==> src/rtl/fifo_check_pkg.sv <==
// Shared definitions for the FIFO pattern checker: state encoding,
// the "no error seen" marker and a saturating counter helper.
package fifo_check_pkg;

  typedef enum logic [1:0] {
    IDLE  = 2'd0,
    RUN   = 2'd1,
    DRAIN = 2'd2,
    DONE  = 2'd3
  } state_t;

  localparam logic [31:0] NO_ERR = 32'hFFFF_FFFF;

  function automatic logic [31:0] sat_inc(input logic [31:0] v);
    if (v == NO_ERR) begin
      return v;
    end else begin
      return v + 32'd1;
    end
  endfunction

endpackage

==> src/rtl/fifo_check.sv <==
// Drains size*times words from a FIFO and checks each against the running
// index pattern (n mod 2^WIDTH), reporting mismatch count and first bad index.
module fifo_check
  import fifo_check_pkg::*;
#(
  parameter int WIDTH = 8
) (
  input  logic             ap_clk,
  input  logic             ap_rst,
  input  logic [31:0]      size,
  input  logic [31:0]      times,
  output logic             fifo_rd_en,
  input  logic [WIDTH-1:0] fifo_rd_data,
  input  logic             fifo_empty,
  input  logic             ap_start,
  output logic             ap_idle,
  output logic             ap_ready,
  output logic             ap_done,
  output logic [31:0]      err_count,
  output logic [31:0]      first_err_idx
);

  state_t      state_r;
  state_t      state_s;
  logic [31:0] size_r;
  logic [31:0] times_r;
  logic [31:0] word_r;
  logic [31:0] pass_r;
  logic [31:0] gidx_r;
  logic        pend_r;
  logic [31:0] pend_idx_r;
  logic [31:0] err_count_r;
  logic [31:0] first_err_r;

  logic        rd_en_s;
  logic        idle_s;
  logic        ready_s;
  logic        done_s;
  logic        last_s;
  logic        mismatch_s;

  assign last_s = (word_r == size_r - 32'd1) && (pass_r == times_r - 32'd1);
  // Data for a strobe issued last cycle is on the bus now.
  assign mismatch_s = pend_r && (fifo_rd_data != pend_idx_r[WIDTH-1:0]);

  // Next-state and handshake/strobe decode
  always_comb begin
    state_s = state_r;
    rd_en_s = 1'b0;
    idle_s  = 1'b0;
    ready_s = 1'b0;
    done_s  = 1'b0;
    case (state_r)
      IDLE: begin
        idle_s = 1'b1;
        if (ap_start) begin
          ready_s = 1'b1;
          if ((size == 32'd0) || (times == 32'd0)) begin
            state_s = DONE;
          end else begin
            state_s = RUN;
          end
        end else begin
          state_s = IDLE;
        end
      end
      RUN: begin
        rd_en_s = !fifo_empty;
        if (rd_en_s && last_s) begin
          state_s = DRAIN;
        end else begin
          state_s = RUN;
        end
      end
      DRAIN:   state_s = DONE;
      DONE: begin
        done_s  = 1'b1;
        state_s = IDLE;
      end
      default: state_s = IDLE;
    endcase
  end

  assign fifo_rd_en    = rd_en_s;
  assign ap_idle       = idle_s;
  assign ap_ready      = ready_s;
  assign ap_done       = done_s;
  assign err_count     = err_count_r;
  assign first_err_idx = first_err_r;

  // State, job parameters, position counters and error bookkeeping
  always_ff @(posedge ap_clk) begin
    if (ap_rst) begin
      state_r     <= IDLE;
      size_r      <= 32'd0;
      times_r     <= 32'd0;
      word_r      <= 32'd0;
      pass_r      <= 32'd0;
      gidx_r      <= 32'd0;
      pend_r      <= 1'b0;
      pend_idx_r  <= 32'd0;
      err_count_r <= 32'd0;
      first_err_r <= NO_ERR;
    end else begin
      state_r <= state_s;
      pend_r  <= rd_en_s;
      if (ready_s) begin
        size_r  <= size;
        times_r <= times;
        word_r  <= 32'd0;
        pass_r  <= 32'd0;
        gidx_r  <= 32'd0;
      end else if (rd_en_s) begin
        pend_idx_r <= gidx_r;
        gidx_r     <= gidx_r + 32'd1;
        if (word_r == size_r - 32'd1) begin
          word_r <= 32'd0;
          pass_r <= pass_r + 32'd1;
        end else begin
          word_r <= word_r + 32'd1;
        end
      end
      // A zero count means nothing recorded yet, since the count saturates.
      if (ready_s) begin
        err_count_r <= 32'd0;
        first_err_r <= NO_ERR;
      end else if (mismatch_s) begin
        err_count_r <= sat_inc(err_count_r);
        if (err_count_r == 32'd0) begin
          first_err_r <= pend_idx_r;
        end
      end
    end
  end

endmodule

==> config.mk <==
export PLATFORM = sky130hd
export DESIGN_NAME = fifo_check
export DESIGN_NICKNAME = d
export VERILOG_FILES = /design/src/rtl/fifo_check_pkg.sv /design/src/rtl/fifo_check.sv
export SDC_FILE = /design/constraint.sdc
export NUM_CORES = 1
export LEC_CHECK = 0
export CAP_MARGIN = 20
export CORE_MARGIN = 1.5
export CORE_UTILIZATION = 50
export CTS_CLUSTER_DIAMETER = 50
export DETAILED_ROUTE_END_ITERATION = 6
export PLACE_DENSITY = 0.8
export SKIP_LAST_GASP = 1
export SYNTH_ARGS = -nofsm -noshare
export SYNTH_HDL_FRONTEND = slang
export SYNTH_SLANG_ARGS = --single-unit
==> constraint.sdc <==
create_clock -name ap_clk -period 6.8 [get_ports ap_clk]
set_clock_uncertainty 0.05 [all_clocks]
set_input_delay 2.04 -clock ap_clk [delete_from_list [all_inputs] [get_ports ap_clk]]
set_output_delay 2.04 -clock ap_clk [all_outputs]
set_load 0.05 [all_outputs]
==> qor.txt <==
CTS root buffer - clkbuf_16
Core area - 0.0254 mm²
R2R cell count - 9
Fmax - 177 MHz
Met1 GRT Util - 0.306
Critical Path AT - 3.55 ns
# setup viols final - 0
Global-route met3 utilization - 0.0251
Async S/R FF share, synth - 0
Crit path time final - 5.64 ns
Post-Syn Area per Cell - 8.00 µm²
Post-DR vias/cell - 5.68
Net count after synthesis - 1714
ANT cells - 0
Largest net degree at the start of global routing - 102
Power density over the cells - 231 mW/mm²
Setup crit start kind - input pin
Switching Share - 0.252
Worst-margin pin slew - 1.05 ns
Worst R2R Setup Slack - 2.35 ns
Yosys cell types - 72
Die Y - 165 µm
Post-Layout Cell Count - 2072
Crit Path Class - input pin to output port
Final worst path period share - 0.829
DP HPWL - 23000 µm
Critical Path Start - fifo_empty
Worst-path clk slew - 0.06 ns
Final #Nets - 1806
Initial antenna violation count - 0
Worst min path class - flip-flop to flip-flop
Maxcap violations - 0
First-pass GRT wire length - 53900 µm
Cells after DPL - 2024
I/O pins - 144
Switching pwr - 906 µW
CTS tree - built
Setup bufs post-CTS - 0
Remaining global-route overflow - 0
FILL cells - 2246
Fin. Hold Viols - 0
Critical Path End - fifo_rd_en
Mapped Cells - 1631
PostCTS Resize Cnt - 0
Slew margin rel. - 0.299
Routability congestion estimate - 0.889
VDD IR-drop max - 0.217 mV
Cts hold-fix bufs - 0
Worst Path Max Fanout - 38
Layer with the highest usage - met2
DRC - 0
Clock sink count - 259
Drt wl/cell - 15.6 µm
Most used DFF post-synth - dfxtp_1
Final setup TNS - 0 ns
FF+latch count, synth - 259
Share of cells above drive strength 1 - 0.0488
RR Startpoint - size_r[11]
CTS Buffer Depth - 3
Final wirelength - 32400 µm
Via count - 11800
Initial detailed-routing violation count - 722
Initial Util - 0.514
Clock power frac - 0.438
Seq/Total Area, Yosys - 0.397
RSZ-0062 raised after global routing - false
Vias in the first global route - 11100
CP required - 4.71 ns
Cell Area, Synth - 0.0130 mm²
Skew-Pair Late Insertion Delay - 0.53 ns
Final Max Slew Viols - 0
Met2 global-route usage - 0.422
Crit. End Element - output port
Combinational share of power - 0.121
Outcome - completed
IO Port Bufs - 143
Rows - 58
CTS buffer count - 27
Synth warn - 0
DRT Pass-1 Iters - 5
H-tree depth - 1
Synth-to-Final Area Change - 19.3%
Die Span X - 165 µm
Sequential Power Share - 0.441
Worst reg2reg endpoint - pass_r[12]
Internal Power - 2690 µW
Final ANT Viol Nets - 0
Post-synth EDFFs - 0
LEAKAGE - 0.00530 µW
Die footprint - 0.0271 mm²
GRT Overall Usage - 0.240
cells by family after synthesis:
group / Yosys count / share of synthesized area
and+or+nand+nor: 781 / 0.299
DFF: 259 / 0.397
AOI/OAI and AO/OA: 257 / 0.114
xor gates and xnor gates: 177 / 0.119
buffers and inverters: 113 / 0.0350
muxes: 37 / 0.0286
adders and majority gates: 7 / 0.00671
flip-flops by register name (all words and copies together), names as in the netlist:
name           count
err_count         32
first_err_idx     32
pass_r            32
pend_idx_r        32
times_r           32
gidx_r            32
word_r            32
size_r            32
state_r            2
pend_r             1
Yosys cell counts, types with 4 or more instances:
master | number | share of area
or3_1 | 43 | 0.021
and2_1 | 11 | 0.0053
clkbuf_1 | 64 | 0.018
buf_2 | 7 | 0.0027
mux2i_1 | 35 | 0.027
o211ai_1 | 6 | 0.0035
nor4_1 | 39 | 0.019
nand4_1 | 43 | 0.021
or4_1 | 26 | 0.015
ha_1 | 7 | 0.0067
and4_1 | 13 | 0.0087
nor2_1 | 141 | 0.041
a21oi_1 | 152 | 0.058
or2_2 | 7 | 0.0034
nand2b_1 | 4 | 0.0019
nand2_1 | 303 | 0.087
nand3b_1 | 5 | 0.0029
o21ai_0 | 38 | 0.015
a31oi_1 | 4 | 0.0019
dfxtp_1 | 259 | 0.40
nor3_1 | 33 | 0.013
xnor2_1 | 87 | 0.058
o31ai_1 | 15 | 0.0086
a211oi_1 | 5 | 0.0029
inv_1 | 24 | 0.0069
xor2_1 | 90 | 0.060
buf_1 | 14 | 0.0040
nor4_4 | 4 | 0.0065
and3_1 | 27 | 0.013
nand3_1 | 57 | 0.022
cell type report:
| cell class | count | area [µm²] | area share |
|---|---|---|---|
| Sequential cell | 259 | 5180 | 0.333 |
| Clock buffer | 35 | 746 | 0.0479 |
| Inverter | 24 | 90.1 | 0.00579 |
| Timing Repair Buffer | 152 | 1500 | 0.0966 |
| Multi-Input combinational cell | 1259 | 7420 | 0.477 |
| Clock inverter | 13 | 206 | 0.0133 |
| Tap cell | 330 | 413 | 0.0265 |
routing by layer:
layer / share of wire / vias to the layer above
li1: - / 5887
met1: 0.44 / 5560
met2: 0.49 / 254
met3: 0.037 / 71
met4: 0.030 / 0
met5: 0 / -
power by group through the flow:
| stage | combinational, µW | clock [µW] | sequential, µW |
|---|---|---|---|
| 6_report | 437 | 1580 | 1590 |
| 3_5_place_dp | 433 | 0 | 1620 |
| 5_1_grt | 482 | 1670 | 1590 |
| 4_1_cts | 436 | 1600 | 1590 |
| 2_1_floorplan | 294 | 0 | 1620 |
| 3_3_place_gp | 426 | 0 | 1620 |
worst min path at each step:
stage	to	from	cells past startpoint
6_report	pend_idx_r[23]	pend_idx_r[23]	2
5_1_grt	pend_idx_r[19]	pend_idx_r[19]	2
4_1_cts	pend_idx_r[23]	pend_idx_r[23]	2
3_5_place_dp	pend_idx_r[23]	pend_idx_r[23]	2
3_3_place_gp	pend_idx_r[8]	pend_idx_r[8]	2
2_1_floorplan	pend_idx_r[10]	pend_idx_r[10]	2
stage by stage:
stage               instance area (µm²)  hold WS [ns]  worst slack [ns]  total power (µW)  utilization
global placement                  14600         0.395              1.18              2040        0.575
finish                            15600         0.406              1.16              3600        0.613
CTS                               15600         0.405              1.17              3620        0.613
detailed placement                14600         0.396              1.13              2050        0.575
global route                      15600         0.430              1.08              3740        0.613
floorplan                         13000         0.386              1.15              1920            -
cells in the final DEF, fill, tap and decap left out, types with 33 or more instances in the layout:
cell / count
nand2_1: 302
clkdlybuf4s50_1: 140
dfxtp_1: 259
nor3_1: 33
nor4_1: 39
mux2i_1: 35
nand4_1: 43
a21oi_1: 152
xnor2_1: 87
nor2_1: 140
xor2_1: 90
o21ai_0: 38
nand3_1: 57
or3_1: 43
critical path: stages:
cell and delay [ns]:
clkdlybuf4s50_1 0.43, or3b_2 0.45, buf_4 0.26, inv_1 0.17
buf_12 0.15
Note: power is estimated with default switching activity, not from simulation.
